### config.mk
export PLATFORM = sky130hd
export DESIGN_NAME = video_stream_switch
export DESIGN_NICKNAME = d
export VERILOG_FILES = /design/src/rtl/vst_pkg.sv /design/src/rtl/vst_out_reg.sv /design/src/rtl/video_stream_switch.sv
export SDC_FILE = /design/constraint.sdc
export NUM_CORES = 1
export LEC_CHECK = 0
export ABC_AREA = 1
export BUFFER_PORTS_ARGS = -buffer_cell sky130_fd_sc_hd__buf_2
export CORE_ASPECT_RATIO = 0.6
export CORE_MARGIN = 3
export CORE_UTILIZATION = 41
export DETAILED_ROUTE_END_ITERATION = 10
export HOLD_SLACK_MARGIN = 0.15
export PLACE_DENSITY = 0.75
export SYNTH_ARGS = -nofsm -noshare
export SYNTH_HDL_FRONTEND = slang
export SYNTH_SLANG_ARGS = --single-unit
### constraint.sdc
create_clock -name clk -period 1.5 [get_ports clk]
set_input_delay 0.225 -clock clk [delete_from_list [all_inputs] [get_ports clk]]
set_output_delay 0.225 -clock clk [all_outputs]
set_load 0.02 [all_outputs]
### src/rtl/vst_pkg.sv
// Shared types and constants for the video stream switch.
package vst_pkg;

  localparam logic [3:0] PKT_TYPE_VIDEO = 4'h0;
  localparam logic [3:0] PKT_TYPE_CTRL  = 4'hF;

  // SYNC: hunting for a control sop; IDLE: between packets; PKT: inside a packet.
  typedef enum logic [1:0] {
    ST_SYNC = 2'd0,
    ST_IDLE = 2'd1,
    ST_PKT  = 2'd2
  } vst_state_e;

  // Frame tracking: a control packet opens a frame, a video packet closes it,
  // user packets leave it alone.
  function automatic logic frame_open_next(input logic cur, input logic [3:0] ptype);
    logic nxt;
    if (ptype == PKT_TYPE_CTRL) begin
      nxt = 1'b1;
    end else if (ptype == PKT_TYPE_VIDEO) begin
      nxt = 1'b0;
    end else begin
      nxt = cur;
    end
    return nxt;
  endfunction

endpackage

### src/rtl/vst_out_reg.sv
// Registered Avalon-ST output stage: valid/data/sop/eop with load and space logic.
module vst_out_reg #(
  parameter int DATA_WIDTH = 24
) (
  input  logic                  clk,
  input  logic                  reset,
  input  logic                  i_load,
  input  logic [DATA_WIDTH-1:0] i_data,
  input  logic                  i_sop,
  input  logic                  i_eop,
  input  logic                  i_ready,
  output logic                  o_valid,
  output logic [DATA_WIDTH-1:0] o_data,
  output logic                  o_sop,
  output logic                  o_eop,
  output logic                  o_space
);

  logic                  r_valid;
  logic [DATA_WIDTH-1:0] r_data;
  logic                  r_sop;
  logic                  r_eop;

  // The register can take a new beat when empty or when its beat leaves this cycle.
  assign o_space = !r_valid || i_ready;

  // Load a new beat, drop valid once consumed, otherwise hold everything stable.
  always_ff @(posedge clk) begin
    if (reset) begin
      r_valid <= 1'b0;
      r_data  <= '0;
      r_sop   <= 1'b0;
      r_eop   <= 1'b0;
    end else if (i_load) begin
      r_valid <= 1'b1;
      r_data  <= i_data;
      r_sop   <= i_sop;
      r_eop   <= i_eop;
    end else if (i_ready) begin
      r_valid <= 1'b0;
    end
  end

  assign o_valid = r_valid;
  assign o_data  = r_data;
  assign o_sop   = r_sop;
  assign o_eop   = r_eop;

endmodule

### src/rtl/video_stream_switch.sv
// Two-input Avalon-ST video source switch; changes source only at frame
// boundaries and resynchronises on the new source's next control packet.
module video_stream_switch
  import vst_pkg::*;
#(
  parameter int DATA_WIDTH      = 24,
  parameter bit DROP_UNSELECTED = 1'b1
) (
  input  logic                  clk,
  input  logic                  reset,
  input  logic                  sel,
  output logic                  sel_active,
  output logic                  discard,
  input  logic [DATA_WIDTH-1:0] din0_data,
  input  logic                  din0_startofpacket,
  input  logic                  din0_endofpacket,
  input  logic                  din0_valid,
  output logic                  din0_ready,
  input  logic [DATA_WIDTH-1:0] din1_data,
  input  logic                  din1_startofpacket,
  input  logic                  din1_endofpacket,
  input  logic                  din1_valid,
  output logic                  din1_ready,
  output logic [DATA_WIDTH-1:0] dout_data,
  output logic                  dout_startofpacket,
  output logic                  dout_endofpacket,
  output logic                  dout_valid,
  input  logic                  dout_ready
);

  vst_state_e r_state;
  logic       r_sel_active;
  logic       r_frame_open;
  logic       r_discard;
  logic [3:0] r_pkt_type;

  logic [DATA_WIDTH-1:0] w_sel_data;
  logic                  w_sel_sop;
  logic                  w_sel_eop;
  logic                  w_sel_valid;
  logic                  w_space;
  logic                  w_switch;
  logic                  w_sel_ready;
  logic                  w_unsel_ready;
  logic                  w_xfer;
  logic                  w_fwd;
  logic                  w_drop;
  logic [3:0]            w_beat_type;
  logic [3:0]            w_pkt_type;

  // Route the currently forwarded source onto the internal beat wires.
  always_comb begin
    if (r_sel_active) begin
      w_sel_data  = din1_data;
      w_sel_sop   = din1_startofpacket;
      w_sel_eop   = din1_endofpacket;
      w_sel_valid = din1_valid;
    end else begin
      w_sel_data  = din0_data;
      w_sel_sop   = din0_startofpacket;
      w_sel_eop   = din0_endofpacket;
      w_sel_valid = din0_valid;
    end
  end

  assign w_beat_type = w_sel_data[3:0];

  // A switch cycle happens at once while hunting, or between packets when no frame is open.
  always_comb begin
    w_switch = 1'b0;
    if (!reset && (sel != r_sel_active)) begin
      case (r_state)
        ST_SYNC: w_switch = 1'b1;
        ST_IDLE: w_switch = !r_frame_open;
        ST_PKT:  w_switch = 1'b0;
        default: w_switch = 1'b0;
      endcase
    end else begin
      w_switch = 1'b0;
    end
  end

  // Both inputs are held off during reset and during the switch cycle.
  assign w_sel_ready   = !reset && !w_switch && w_space;
  assign w_unsel_ready = !reset && !w_switch && DROP_UNSELECTED;
  assign din0_ready    = r_sel_active ? w_unsel_ready : w_sel_ready;
  assign din1_ready    = r_sel_active ? w_sel_ready : w_unsel_ready;
  assign w_xfer        = w_sel_valid && w_sel_ready;

  // Decide whether an accepted beat from the selected input goes downstream.
  always_comb begin
    w_fwd = 1'b0;
    case (r_state)
      ST_SYNC: w_fwd = w_xfer && w_sel_sop && (w_beat_type == PKT_TYPE_CTRL);
      ST_IDLE: w_fwd = w_xfer && w_sel_sop;
      ST_PKT:  w_fwd = w_xfer;
      default: w_fwd = 1'b0;
    endcase
  end

  assign w_drop     = w_xfer && !w_fwd;
  // Inside a packet the type comes from its sop beat; otherwise from this beat.
  assign w_pkt_type = (r_state == ST_PKT) ? r_pkt_type : w_beat_type;

  vst_out_reg #(
    .DATA_WIDTH (DATA_WIDTH)
  ) u_out_reg (
    .clk     (clk),
    .reset   (reset),
    .i_load  (w_fwd),
    .i_data  (w_sel_data),
    .i_sop   (w_sel_sop),
    .i_eop   (w_sel_eop),
    .i_ready (dout_ready),
    .o_valid (dout_valid),
    .o_data  (dout_data),
    .o_sop   (dout_startofpacket),
    .o_eop   (dout_endofpacket),
    .o_space (w_space)
  );

  // Packet/frame state machine with source selection and discard pulse.
  always_ff @(posedge clk) begin
    if (reset) begin
      r_state      <= ST_SYNC;
      r_sel_active <= 1'b0;
      r_frame_open <= 1'b0;
      r_pkt_type   <= 4'h0;
      r_discard    <= 1'b0;
    end else begin
      r_discard <= w_drop;
      if (w_switch) begin
        r_sel_active <= sel;
        r_state      <= ST_SYNC;
        r_frame_open <= 1'b0;
      end else if (w_fwd) begin
        r_pkt_type <= w_pkt_type;
        if (w_sel_eop) begin
          r_state      <= ST_IDLE;
          r_frame_open <= frame_open_next(r_frame_open, w_pkt_type);
        end else begin
          r_state <= ST_PKT;
        end
      end
    end
  end

  assign sel_active = r_sel_active;
  assign discard    = r_discard;

endmodule

After elaboration in Yosys (flattened, before gate mapping)
Index checks and enable logic that the tools add are counted.
- equality and inequality tests: 5
- multiplexer cells: 15
- bitwise gates (word level): 1
- reduce and logical (&&, ||, !) cells: 20
- operator list (cell ; count):
    $mux W24 ; 1
    $mux W1 ; 10
    $eq A4 B4 Y1 const B ; 2
    $logic_and A1 B1 Y1 ; 7
    $logic_not A1 Y1 ; 5
    $logic_not A4 Y1 ; 1
    $mux W4 ; 1
    $reduce_bool A2 Y1 ; 2
    $pmux W1 S3 ; 1
    $reduce_and A3 Y1 ; 1
    $eq A2 B1 Y1 const B ; 1
    $eq A2 B2 Y1 const B ; 1
    $logic_not A2 Y1 ; 1
    $mux W2 ; 1
    $pmux W1 S2 ; 1
    $reduce_and A2 Y1 ; 1
    $reduce_or A2 Y1 ; 1
    $logic_or A1 B1 Y1 ; 1
    $ne A1 B1 Y1 ; 1
    $not A1 Y1 ; 1
- flip-flop bits (word level): 36
- bits of input ports: 58
- output and inout bits: 31
- logic and storage cells: 50

Longest topological paths before layout
- depth in word-level cells: 12
- gate-level depth with buffers: 15
- gate-level depth less buffers: 13

Cells and area by module
From an unflattened synthesis, not the netlist that was laid out.
- cells, all modules: 308
- area, all modules: 1926.8 um^2
- modules (own cells, without submodules) (module ; instances ; cells each ; area each (um^2) ; sequential area each (um^2)):
    vst_out_reg ; 1 ; 117 ; 967.2 ; 540.5
    video_stream_switch ; 1 ; 191 ; 959.7 ; 180.2

Least setup slack after synthesis
Ideal clock, no wire load.
- kind: reg2reg
- start point: reg r_sel_active, in the netlist sel_active
- end point: reg u_out_reg.r_data[10], in the netlist u_out_reg.o_data[10]
- setup time: 116 ps
- data arrival time: 1515 ps
- required time: 1384 ps
- path slack: -131 ps
- stages on the path, launching flop included: 14
- buffers on the path: 2
- clock period less this slack: 1631 ps
- cell sequence: dfxtp_1 inv_2 buf_6 nand2_1 nand2_1 nor2_1 nand2_1 nand2_1 nand2_1 nand2_2 nand2_4 buf_2 o21ai_0 nor2_1
- cells in the longest elaborated chain, start to end: 10
- elaborated cells between the ends (all ways): 14
- those cells by class: 2 x eq/ne; 5 x mux; 7 x reduce/logical
- RTL lines (what ; line ; text):
    from (decl) ; video_stream_switch.sv:32 ; logic r_sel_active;
    from (signal assigned) ; video_stream_switch.sv:133 ; r_sel_active <= sel;
    $ne A1 B1 Y1 ; video_stream_switch.sv:71 ; if (!reset && (sel != r_sel_active)) begin
    $logic_and A1 B1 Y1 ; video_stream_switch.sv:71 ;
    $mux W1 ; video_stream_switch.sv:71 ;
    $logic_not A1 Y1 ; video_stream_switch.sv:84 ; assign w_sel_ready = !reset && !w_switch && w_space;
    $logic_and A1 B1 Y1 (2 in series) ; video_stream_switch.sv:84 ;
    $logic_and A1 B1 Y1 ; video_stream_switch.sv:88 ; assign w_xfer = w_sel_valid && w_sel_ready;
    $logic_and A1 B1 Y1 ; video_stream_switch.sv:94, video_stream_switch.sv:95 ;
    $logic_and A1 B1 Y1 ; video_stream_switch.sv:94 ; ST_SYNC: w_fwd = w_xfer && w_sel_sop && (w_beat_type == PKT_TYPE_CTRL);
    $pmux W1 S3 ; video_stream_switch.sv:93 ; case (r_state)
    to (signal assigned) ; vst_out_reg.sv:36 ; r_data <= i_data;
    to (decl) ; vst_out_reg.sv:20 ; logic [DATA_WIDTH-1:0] r_data;
Parallel ways exist; a longest one is shown, timed or not.
A chain may end at the register's enable or synchronous reset.

Worst setup path after layout
- start point: reg r_sel_active, in the netlist sel_active
- end point: out din1_ready
- cells in the longest elaborated chain, start to end: 7
- RTL lines (what ; line ; text):
    $ne A1 B1 Y1 ; video_stream_switch.sv:71 ;
    $logic_and A1 B1 Y1 ; video_stream_switch.sv:71 ;
    $mux W1 ; video_stream_switch.sv:71 ;
    $logic_not A1 Y1 ; video_stream_switch.sv:84, video_stream_switch.sv:85 ;
    $logic_and A1 B1 Y1 ; video_stream_switch.sv:84, video_stream_switch.sv:85 ;
    $logic_and A1 B1 Y1 ; video_stream_switch.sv:84 ;
    $mux W1 (*) ; video_stream_switch.sv:87 ; assign din1_ready = r_sel_active ? w_sel_ready : w_unsel_ready;
    to (decl) ; video_stream_switch.sv:23 ; output logic din1_ready,
Every way passes the cells marked *; elsewhere a longest branch is shown, timed or not.

==> qor.yml <==
maxCapViolCount: 0
fin_skew_ns: 0.0103
hold_violations: 0
syn_area_um2: 1810
crit_start: "sel_active"
yosysTopAreaCell: "dfxtp_1"
ir_drop_mv: 0.385
overflow: 0
cts_tree: "done"
cts_buffers: 5
grt_util_met3_pct: 6.32
slew-limit-headroom_pct: 76.5
reg2reg_to: "u_out_reg.o_data[15]"
via_per_inst: 4.86
gr-usage-met2_pct: 31.8
failed_checks: "setup timing"
synth_area_per_cell_um2: 6.23
coreArea_um2: 4190
outcome: "complete, but fails checks"
power.leakage_nw: 1.49
hold_ws_ns: 0.204
worstHoldPathCells: 2
grt_pass1_wl_um: 8830
start_util_pct: 43.3
fin_area_um2: 2940
vias: 2270
grtUsageMet1_pct: 28.7
holdPathEnd: "u_out_reg.o_data[3]"
hp-class: "in -> reg"
placedInstanceArea_um2: 2440
yosysMostFrequentCell: "nand2_1"
cts_buffer_depth: 2
wirelength_um: 5940
setup_viol: 36
clk_latency_ns: 0.29
synth_cell_types: 24
synth_simple_gate_area_share_pct: 38.7
synth_compound_gate_area_share_pct: 11.7
route.detailed.drc: 0
die_area_um2: 5290
numPortBuffers: 88
rsz0062_at_grt: "true"
top_usage_layer: "met2"
diodes: 0
synth_commonest_cells: "109 x nand2_1, 51 x nor2_1, 36 x dfxtp_1"
reg2reg_depth: 12
final_core_util_pct: 70.1
slew_violations: 0
tightest_slew_ns: 0.352
die_h_um: 57.5
dpl.hpwl_um: 3820
end_kind: "output port"
synth_enable_flop_cells: 0
gp_congestion: 0.904
timing.final.crit_share_pct: 115
ys.flop_type: "dfxtp_1"
rows: 18
synth_top_family_by_area: "simple AND/OR/NAND/NOR gates"
antenna_found_initial: 0
r2r_setup_slack_ns: -0.22
netlist_instances: 291
clock_sinks: 36
drtIter0Drc: 83
worstPathRequired_ns: 1.27
crit_type: "reg -> out"
synthAdderAreaFrac_pct: 0
placedCellCount: 447
wire_per_inst_um: 12.7
grt_max_degree: 27
ys_seq_elements: 36
synthArstFlopShare_pct: 0
yosysSeqAreaShare_pct: 39.7
drt_pass1_iterations: 4
grt_pass1_vias: 1950
cp-start-kind: "flip-flop"
ios: 89
yosys_warnings: 0
yosysTopAreaCellShare_pct: 39.7
min_from: "reset"
fin_nets: 465
grtUsageTotal_pct: 21.1
syn_to_final_growth_pct: 61.8
drtAntennaViolNets: 0
synthTopCellsByArea: "dfxtp_1 40%, nand2_1 23%, nor2_1 11%"
p_per_area_nw_per_um2: 755
cts-root-buf: "clkbuf_8"
die_width_um: 91.9
finalPower_mw: 2.22
synth-xor-area-share_pct: 0
instances_no_fill: 467
period_minus_slack_ns: 1.73
crit_fanout: 5
crit_arrival_ns: 1.50
setup_ws_ns: -0.225
fmax_mhz: 580
path_clk_slew_ns: 0.08
r2r-start: "sel_active"
muxShareOfSynthArea_pct: 0
cts_max_level: 2
drive_gt1_share_pct: 45.7
mappedNetlistNets: 349
[repair_timing]
| item | in CTS | in global routing |
|---|---|---|
| cloned | 1 | 0 |
| pin swaps | 14 | 20 |
| endpoints found under the setup margin | 35 | 37 |
| hold buffers | 0 | 0 |
| setup buffers | 12 | 4 |
| resized for setup | 55 | 52 |
| hold endpoints to repair | 0 | 0 |
[worst max-delay path, cell delays in order, from the launching register on]
cell and delay [ns]:
dfxtp_4 0.38, clkinv_4 0.06, nand2_1 0.05, nand2_1 0.08, nor2_1 0.05, nor2_2 0.14, inv_2 0.07, buf_6 0.13
a21oi_2 0.11, buf_6 0.13
[placed cells by master, fill, tap and decap left out, types with 8 or more instances in the layout]
master and n:
buf_4 25, buf_6 9, dfxtp_1 33, nand2_2 9
o21ai_1 14, buf_2 86, o21ai_2 8, nor2_1 47
a21oi_1 8, nand2_1 92, nand2_4 9, inv_1 18
[registers in the layout, summed over array words and instances (netlist names)]
signal,count
discard,1
r_frame_open,1
r_pkt_type,4
r_state,2
sel_active,1
u_out_reg.o_data,24
u_out_reg.o_eop,1
u_out_reg.o_sop,1
u_out_reg.o_valid,1
[power by group]
part | switching (mW) | internal, mW | total (mW)
logic | 0.313 | 0.262 | 0.575
registers | 0.0129 | 0.974 | 0.987
clock network | 0.340 | 0.316 | 0.656
[metrics by stage]
stage / worst slack [ns] / TNS, ns
6_report: -0.225 / -6.80
5_1_grt: -0.312 / -9.35
3_3_place_gp: -0.0827 / -1.98
4_1_cts: -0.179 / -4.46
3_5_place_dp: -0.119 / -2.50
2_1_floorplan: -0.00677 / -0.0979
[layout make-up]
cell class | count | area (µm²)
Timing Repair Buffer | 124 | 807
Sequential cell | 36 | 727
Tap cell | 60 | 75.1
Inverter | 23 | 106
Fill cell | 355 | 1250
Multi-Input combinational cell | 217 | 1140
Clock buffer | 6 | 72.6
Clock inverter | 1 | 5.00
[cells by family (layout without fill, tap and decap cells)]
family | after synthesis | in the layout
AO/OA/AOI/OAI | 41 | 41
buffers and inverters | 38 | 154
flip-flops | 36 | 36
AND/OR/NAND/NOR | 176 | 176
[how the worst max path moves through the flow]
| stage | to | slack (ns) |
|---|---|---|
| 2_1_floorplan | u_out_reg.o_data[10] | -0.007 |
| 5_1_grt | r_state[1] | -0.31 |
| 6_report | din1_ready | -0.23 |
| 3_3_place_gp | u_out_reg.o_eop | -0.08 |
| 3_5_place_dp | u_out_reg.o_data[16] | -0.12 |
| 4_1_cts | u_out_reg.o_data[22] | -0.18 |
[layer usage]
layer  part of all wire [%]  wire length, µm
met2                     43             2570
met4                    2.4              143
met1                     45             2650
met3                    9.6              568
met5                      0                0
Power figures use the tool's default switching activity.
